**config.mk**
```make
export PLATFORM = sky130hd
export DESIGN_NAME = gsim_operand_sched
export DESIGN_NICKNAME = d
export VERILOG_FILES = /design/src/rtl/gsim_operand_sched.sv
export SDC_FILE = /design/constraint.sdc
export NUM_CORES = 2
export LEC_CHECK = 0
export CAP_MARGIN = 20
export CORE_MARGIN = 1
export CORE_UTILIZATION = 60
export CTS_CLUSTER_DIAMETER = 200
export DETAILED_ROUTE_END_ITERATION = 16
export DONT_BUFFER_PORTS = 1
export PLACE_DENSITY = 0.88
export SYNTH_ARGS = -nofsm -noshare
export SYNTH_HDL_FRONTEND = slang
export SYNTH_SLANG_ARGS = --single-unit
```
**constraint.sdc**
```tcl
create_clock -name clk -period 95.1 [get_ports clk]
set_input_delay 19.02 -clock clk [delete_from_list [all_inputs] [get_ports clk]]
set_output_delay 19.02 -clock clk [all_outputs]
set_load 0.02 [all_outputs]
```
**src/rtl/gsim_operand_sched.sv**
```systemverilog
// Gauss-Seidel operand sequencer: loads b, holds x (16.16), issues one row per PE_LAT cycles,
// writes PE results back and streams x out. Optional early exit under GSIM_CONV_CHECK_EN.
module gsim_operand_sched #(
  parameter int unsigned N      = 16,
  parameter int unsigned ITER   = 100,
  parameter int unsigned PE_LAT = 3
`ifdef GSIM_CONV_CHECK_EN
  ,
  parameter logic [31:0] CONV_THR = 32'h0000_0010
`endif
) (
  input  logic        clk,
  input  logic        reset,
  input  logic        in_en,
  input  logic [15:0] b_in,
  output logic [31:0] pe_in_1,
  output logic [31:0] pe_in_2,
  output logic [31:0] pe_in_3,
  output logic [31:0] pe_in_4,
  output logic [31:0] pe_in_5,
  output logic [31:0] pe_in_6,
  output logic [15:0] pe_b,
  input  logic [31:0] pe_out,
  output logic        busy,
  output logic        out_valid,
  output logic [31:0] x_out,
  output logic        done
`ifdef GSIM_CONV_CHECK_EN
  ,
  output logic        conv_early
`endif
);

  localparam int unsigned IW = (N > 1) ? $clog2(N) : 1;
  localparam int unsigned SW = $clog2(ITER + 1);
  localparam int unsigned WW = (PE_LAT > 2) ? $clog2(PE_LAT - 1) : 1;
  localparam int Offs [6] = '{-3, 3, -2, 2, -1, 1};

  typedef enum logic [2:0] {StIdle, StLoad, StIssue, StWait, StWb, StOut} state_e;

  state_e          state_q, state_d;
  logic [IW-1:0]   load_cnt_q, load_cnt_d, row_q, row_d, out_cnt_q, out_cnt_d;
  logic [SW-1:0]   sweep_q, sweep_d;
  logic [WW-1:0]   wait_q, wait_d;
  logic [31:0]     x_q [N];
  logic [31:0]     x_d [N];
  logic [15:0]     b_q [N];
  logic [15:0]     b_d [N];
  logic [31:0]     pe_op_q [6];
  logic [31:0]     pe_op_d [6];
  logic [15:0]     pe_b_q, pe_b_d;
  logic            busy_q, busy_d, out_valid_q, out_valid_d, done_q, done_d;
  logic [31:0]     x_out_q, x_out_d;
  logic            early;
  int              idx;
`ifdef GSIM_CONV_CHECK_EN
  logic [32:0]     max_d_q, max_d_d, abs_d, max_new;
  logic signed [32:0] diff;
  logic            conv_q, conv_d;
`endif

  always_comb begin
    state_d     = state_q;
    load_cnt_d  = load_cnt_q;
    row_d       = row_q;
    sweep_d     = sweep_q;
    wait_d      = wait_q;
    out_cnt_d   = out_cnt_q;
    x_d         = x_q;
    b_d         = b_q;
    pe_op_d     = pe_op_q;
    pe_b_d      = pe_b_q;
    busy_d      = busy_q;
    out_valid_d = out_valid_q;
    x_out_d     = x_out_q;
    done_d      = 1'b0;
    early       = 1'b0;
    idx         = 0;
`ifdef GSIM_CONV_CHECK_EN
    max_d_d = max_d_q;
    conv_d  = conv_q;
    diff    = $signed({pe_out[31], pe_out}) - $signed({x_q[row_q][31], x_q[row_q]});
    abs_d   = diff[32] ? 33'(-diff) : 33'(diff);
    max_new = (abs_d > max_d_q) ? abs_d : max_d_q;
`endif

    unique case (state_q)
      StIdle: begin
        if (in_en) begin
          b_d[0]     = b_in;
          load_cnt_d = IW'(1);
          busy_d     = 1'b1;
          for (int i = 0; i < int'(N); i++) x_d[i] = '0;
`ifdef GSIM_CONV_CHECK_EN
          max_d_d = '0;
          conv_d  = 1'b0;
`endif
          state_d    = StLoad;
        end
      end
      StLoad: begin
        if (in_en) begin
          b_d[load_cnt_q] = b_in;
          if (load_cnt_q == IW'(N - 1)) begin
            load_cnt_d = '0;
            row_d      = '0;
            sweep_d    = '0;
            state_d    = StIssue;
          end else begin
            load_cnt_d = load_cnt_q + IW'(1);
          end
        end
      end
      StIssue: begin
        wait_d  = '0;
        state_d = (PE_LAT > 2) ? StWait : StWb;
      end
      StWait: begin
        if (wait_q == WW'(PE_LAT - 3)) state_d = StWb;
        else wait_d = wait_q + WW'(1);
      end
      StWb: begin
        x_d[row_q] = pe_out;
`ifdef GSIM_CONV_CHECK_EN
        max_d_d = max_new;
`endif
        if (row_q != IW'(N - 1)) begin
          row_d   = row_q + IW'(1);
          state_d = StIssue;
        end else begin
          row_d   = '0;
          sweep_d = sweep_q + SW'(1);
`ifdef GSIM_CONV_CHECK_EN
          max_d_d = '0;
          early   = (sweep_q != '0) && (max_new < {1'b0, CONV_THR});
          conv_d  = early;
`endif
          if (sweep_d == SW'(ITER) || early) begin
            out_cnt_d   = '0;
            out_valid_d = 1'b1;
            x_out_d     = x_d[0];
            state_d     = StOut;
          end else begin
            state_d = StIssue;
          end
        end
      end
      StOut: begin
        if (out_cnt_q == IW'(N - 1)) begin
          out_valid_d = 1'b0;
          x_out_d     = '0;
          done_d      = 1'b1;
          busy_d      = 1'b0;
          state_d     = StIdle;
        end else begin
          out_cnt_d = out_cnt_q + IW'(1);
          x_out_d   = x_q[out_cnt_d];
        end
      end
      default: state_d = StIdle;
    endcase

    // Operands come from x_d so the row just written back is seen by the next issue.
    if (state_d == StIssue) begin
      for (int k = 0; k < 6; k++) begin
        idx        = int'(row_d) + Offs[k];
        pe_op_d[k] = (idx >= 0 && idx < int'(N)) ? x_d[idx[IW-1:0]] : '0;
      end
      pe_b_d = b_d[row_d];
    end
  end

  always_ff @(posedge clk or posedge reset) begin
    if (reset) begin
      state_q     <= StIdle;
      load_cnt_q  <= '0;
      row_q       <= '0;
      sweep_q     <= '0;
      wait_q      <= '0;
      out_cnt_q   <= '0;
      for (int i = 0; i < int'(N); i++) begin
        x_q[i] <= '0;
        b_q[i] <= '0;
      end
      for (int k = 0; k < 6; k++) pe_op_q[k] <= '0;
      pe_b_q      <= '0;
      busy_q      <= 1'b0;
      out_valid_q <= 1'b0;
      x_out_q     <= '0;
      done_q      <= 1'b0;
`ifdef GSIM_CONV_CHECK_EN
      max_d_q     <= '0;
      conv_q      <= 1'b0;
`endif
    end else begin
      state_q     <= state_d;
      load_cnt_q  <= load_cnt_d;
      row_q       <= row_d;
      sweep_q     <= sweep_d;
      wait_q      <= wait_d;
      out_cnt_q   <= out_cnt_d;
      x_q         <= x_d;
      b_q         <= b_d;
      pe_op_q     <= pe_op_d;
      pe_b_q      <= pe_b_d;
      busy_q      <= busy_d;
      out_valid_q <= out_valid_d;
      x_out_q     <= x_out_d;
      done_q      <= done_d;
`ifdef GSIM_CONV_CHECK_EN
      max_d_q     <= max_d_d;
      conv_q      <= conv_d;
`endif
    end
  end

  assign pe_in_1   = pe_op_q[0];
  assign pe_in_2   = pe_op_q[1];
  assign pe_in_3   = pe_op_q[2];
  assign pe_in_4   = pe_op_q[3];
  assign pe_in_5   = pe_op_q[4];
  assign pe_in_6   = pe_op_q[5];
  assign pe_b      = pe_b_q;
  assign busy      = busy_q;
  assign out_valid = out_valid_q;
  assign x_out     = x_out_q;
  assign done      = done_q;
`ifdef GSIM_CONV_CHECK_EN
  assign conv_early = conv_q;
`endif

endmodule
```
# Word level (Yosys, flattened, before mapping)
# Index checks and enable logic that the tools add are counted.
# W data, S select, Z words.
# word_totals
regBits	1034
input_bits	51
output_inout_bits	243
elab_cells	211
# classes
addsub	11
order_cmp	24
n_eq_ne	17
muxes	80
bitwise_logic	10
n_reduce_logical	20
# op_table
op	count
$pmux W512 S2	1
$bmux W32 S4	7
$mux W32	24
$bwmux W512	1
$mux W512	1
$bwmux W256	1
$mux W256	1
$mux W240	1
$demux W32 S4	1
$bmux W16 S4	1
$demux W16 S4	1
$mux W16	4
$pmux W32 S2	1
$ge A5 B5 Y1 const B	10
$not A4 Y5	10
$mux W4	9
$pmux W16 S2	1
$pmux W4 S2	3
$mux W3	7
$mux W7	3
$ge A6 B1 Y1 const B	3
$lt A6 B6 Y1 const B	3
$pmux W3 S6	1
$ge A5 B1 Y1 const B	3
25 further kinds	64

# Depth between registers and ports, before layout
# logic_depth
depth_word	11
ltp_mapped	18
depth_no_buf	12

# Worst setup path before layout
# Ideal clock, no wire load.
# synth_path
path_type	input to register
from	in in_en
to	reg pe_op_q, in the netlist pe_in_5[10]
t_arrival_ns	22.448
t_required_ns	94.968
path_slack_ns	72.520
cell_stages	15
path_cell_list	nand4bb_1 clkbuf_1 o211ai_1 nand2_1 clkinv_1 clkbuf_1 buf_2 buf_2 ha_1 clkbuf_1 inv_1 clkbuf_1 mux4_2 a32oi_1 o21ai_1
# synth_via
elab_chain_cells	8
elab_cells_between_ends	17
classes_between	1 x add/sub; 2 x order compare; 1 x eq/ne; 11 x mux; 1 x bitwise; 1 x reduce/logical
# synth_lines
item	line_no	rtl
start: declaration	14	input logic in_en,
$mux W4	102	if (in_en) begin
$pmux W4 S2	87	unique case (state_q)
$add A5 B1 Y6	166	idx = int'(row_d) + Offs[k];
$not A4 Y5 (implied by the code)	167	pe_op_d[k] = (idx >= 0 && idx < int'(N)) ? x_d[idx[IW-1:0]] : '0;
$bmux W32 S4	167	
$mux W32 (implied by the code) (2 in series)	167	
$mux W32	167	
end signal: assignment	204	pe_op_q <= pe_op_d;
end: declaration	49	logic [31:0] pe_op_q [6];
# Parallel ways exist; a longest one is shown, timed or not. The select of a mux whose other input is x is not followed.
# A chain may end at the register's enable or synchronous reset.

# Final worst setup path
# layout_path
from	in in_en
to	reg pe_op_q, in the netlist pe_in_2[1]
# layout_via
elab_chain_cells	8
elab_cells_between_ends	17
classes_between	1 x add/sub; 2 x order compare; 1 x eq/ne; 11 x mux; 1 x bitwise; 1 x reduce/logical
# layout_lines
item	line_no
$mux W4	102
$pmux W4 S2	87
$add A4 B2 Y5	166
$not A4 Y5 (implied by the code)	167
$bmux W32 S4	167
$mux W32 (implied by the code) (2 in series)	167
$mux W32	167
# Parallel ways exist; a longest one is shown, timed or not. The select of a mux whose other input is x is not followed.

==> impl_metrics.csv <==
group,metric,value,unit
run_status,run_status,"completed",
hold_path,hold_path.class,"register to register",
synthesis,synth_cells,5643,
power_and_ir_drop,ir_drop,0.0157,mV
worst_setup_path,path_buf_inv,3,
worst_setup_path,slowest_stage,"nor2_4",
synthesis,postSynthAreaPerCell,11.1,µm²
synthesis,synth_warnings,0,
worst_setup_path,cp_common_cell,"buf_4",
global_routing,grt_antenna_before_repair,6,
floorplan,placementRows,118,
placement,gp_congestion,0.922,
power_and_ir_drop,power_density,14.7,mW/mm²
floorplan,die_y,325,µm
global_routing,grt_pass1_wl,342000,µm
synthesis,synth_top_area_share,41.3,%
sta,relSlewSlack,13.4,%
drt,drt_first_pass_iters,11,
cells_and_area,nets,5362,
sta,period_share,24.9,%
floorplan,die_area,0.106,mm²
worst_setup_path,endpoint_kind,"register",
synthesis,synthTopCellsByArea,"dfrtp_1 (41%), mux4_2 (14%), mux2i_1 (13%), mux2_2 (5.6%), nand2_1 (5.1%)",
worst_setup_path,required,95.70,ns
hold_path,hp-start,"b_q[180]$_DFF_PP0_",
worst_setup_path,r2r_cells,14,
global_routing,grt_pass1_vias,54737,
cells_and_area,fillers,7032,
worst_setup_path,crit_family,"simple AND/OR/NAND/NOR gates",
power_and_ir_drop,comb_power_share,7.0,%
synthesis,ys_ff_latch,1033,
power_and_ir_drop,p_switching,0.000249,W
clocking,cts_resized,0,
floorplan,core,0.103,mm²
worst_setup_path,crit_fanout,40,
drt,wl_per_cell,34.3,µm
drt,wirelength,232000,µm
clocking,htree_levels,3,
sta,report.final.hold_viol_count,0,
synthesis,syn_area,0.0626,mm²
worst_setup_path,reg2reg_slack,88.51,ns
synthesis,yosys.cell_types.count,88,
clocking,cts_sinks,1033,
clocking,cts-root-buf,"clkbuf_16",
worst_setup_path,crit_path_max_incr_delay,0.88,ns
floorplan,start_util,60.5,%
clocking,cts_tree,"built",
sta,fmax,42.3,MHz
clocking,cts_hold_buf,0,
sta,rsz0062_at_grt,"no",
sta,drv_slew,0,
synthesis,async_flop_share,100,%
power_and_ir_drop,switching_share,25.3,%
power_and_ir_drop,leakagePower,31.4,nW
synthesis,synth_edf_count,0,
placement,hpwl,128000,µm
placement,dpl.cell_count,6559,
sta,finalSetupViolCount,0,
floorplan,pin_count,294,
synthesis,synth_ff_type,"dfrtp_1",
hold_path,whs_path_depth,2,
sta,worst_slew_pin_slew,1.30,ns
worst_setup_path,path_class,"input pin to register",
worst_setup_path,rr_startpoint,"state_q[2]$_DFF_PP0_",
synthesis,yosys-top-cells-count,"dfrtp_1 (1,033), nand2_1 (856), mux2i_1 (825), mux4_2 (385), clkbuf_1 (334)",
clocking,clkSlewWorstSetupHoldPaths,0.06,ns
clocking,cts_buffers,109,
power_and_ir_drop,p_int,0.000736,W
worst_setup_path,r2r-end,"pe_in_2[1]$_DFFE_PP0N_",
cells_and_area,drive_gt1_share,19.7,%
run,drv_cap,0,
synthesis,synth_nets,5711,
worst_setup_path,worstPathCellList,"and4bb_2 > a211oi_4 > buf_4 > nor2_4 > buf_4 > ha_4 > nor3_1 > nor2_4 > buf_4 > mux4_2 > a22oi_1 > o21ai_0",
hold_path,holdPathEnd,"b_q[180]$_DFF_PP0_",
drt,drtAntennaViolNets,0,
cells_and_area,instances_no_fill,6764,
worst_setup_path,critPathLaunchType,"input pin",
drt,drcViolationCount,0,
global_routing,overflow,0,
placement,port_buffers,0,
global_routing,grt_max_degree,223,
worst_setup_path,arrival,24.24,ns
sta,hold_ws,0.460,ns
drt,via_count,54279,
clocking,clockBufferDepth,3,
sta,fin_tns_setup,0,ns
synthesis,synth_top_cell_by_area,"dfrtp_1",
sta,layout_min_cycle_time,23.64,ns
power_and_ir_drop,power_frac_seq,47.4,%
synthesis,yosysMostFrequentCell,"dfrtp_1",
cells_and_area,area_delta_synth_final,7.24,%
synthesis,ys_seq_area_share,41.3,%
drt,drt_iter0_drc,9717,
global_routing,grt_util_all_layers,42.9,%
power_and_ir_drop,pwr-share-clk,45.6,%
floorplan,die_w,325,µm
clocking,post_cts_buffers,0,
drt,vias_per_cell,8.02,
clocking,clk_latency,0.76,ns
sta,finalClockSkew,0.0543,ns
logic make-up after synthesis:
logic type	synth area share, %
XOR/XNOR	0.126
adder cells (fa/ha/maj)	0.340
buffers and inverters	4.31
AO/OA/AOI/OAI	11.7
AND/OR/NAND/NOR	9.54
multiplexers	32.7
flip-flops	41.3
cell type report:
class | instances | area [µm²] | share of cell area, %
clock inverters | 32 | 450 | 0.671
inverters | 65 | 275 | 0.410
well taps | 1380 | 1730 | 2.57
diodes | 4 | 10.0 | 0.0149
repair buffers | 113 | 1050 | 1.56
multi-input cells | 3972 | 34500 | 51.4
flip-flops and latches | 1033 | 25900 | 38.5
clock buffers | 165 | 3250 | 4.84
flip-flops by register name (all words and copies together) (netlist names):
register / cells
x_q: 512
b_q: 256
pe_in_1: 32
pe_in_2: 32
pe_in_3: 32
pe_in_4: 32
pe_in_5: 32
pe_in_6: 32
x_out: 32
pe_b: 16
sweep_q: 7
load_cnt_q: 4
out_cnt_q: 4
row_q: 4
state_q: 3
busy: 1
done: 1
out_valid: 1
worst reg2reg max path: stages, from the launching register on:
cell,delay (ns)
dfrtp_1,0.68
nor3b_4,0.27
buf_4,0.82
nand2_1,0.24
nand2_1,0.10
buf_4,0.57
inv_6,0.45
ha_4,0.34
inv_1,0.09
a21oi_1,0.14
nor2_4,0.92
buf_4,0.88
mux4_2,0.65
a22oi_1,0.19
o21ai_0,0.12
power groups by stage:
stage                     clock network, W   logic, W  registers [W]
after floorplan                          0  0.0000525       0.000470
after global placement                   0  0.0000624       0.000472
after detailed placement                 0  0.0000659       0.000473
after CTS                         0.000444  0.0000671       0.000465
after global routing              0.000461  0.0000746       0.000467
final                             0.000449  0.0000692       0.000466
routing by layer:
layer  vias to the layer above  part of all wire [%]  global-route usage, %
met5                         -                  0.13                   1.36
met4                        14                   8.4                   30.4
li1                      20577                     -                      -
met3                      1642                    19                   24.1
met2                      5725                    41                   58.5
met1                     26321                    31                   50.9
placed cells by master, fill, tap and decap left out, types with 97 or more instances in the layout:
cell type / synthesis / routed
o21ai_1: 149 / 146
buf_4: 21 / 100
mux4_2: 385 / 385
nor2_1: 144 / 141
clkbuf_16: 0 / 110
mux2_2: 313 / 313
o22ai_1: 145 / 144
mux2i_1: 825 / 825
nand2_1: 856 / 854
o21ai_0: 171 / 168
a22oi_1: 97 / 97
dfrtp_1: 1033 / 1032
worst max path at each step:
stage           from  cells after the start                 endpoint
3_3_place_gp   in_en                     12   pe_in_2[1]$_DFFE_PP0N_
3_5_place_dp   in_en                     12  pe_in_2[12]$_DFFE_PP0N_
4_1_cts        in_en                     12   pe_in_2[1]$_DFFE_PP0N_
2_1_floorplan  reset                      1         b_q[0]$_DFF_PP0_
5_1_grt        in_en                     12   pe_in_2[9]$_DFFE_PP0N_
6_report       in_en                     12   pe_in_2[1]$_DFFE_PP0N_
per-stage QoR:
stage	setup WS, ns	power [W]	util (%)	area, µm²
final	71.46	0.000985	64.8	67100
after global routing	71.31	0.00100	64.8	67100
after CTS	71.60	0.000976	64.7	67000
after detailed placement	70.90	0.000539	61.2	63300
after global placement	71.03	0.000534	61.1	63200
after floorplan	47.01	0.000522	-	62600
Note: power is estimated with default switching activity, not from simulation.
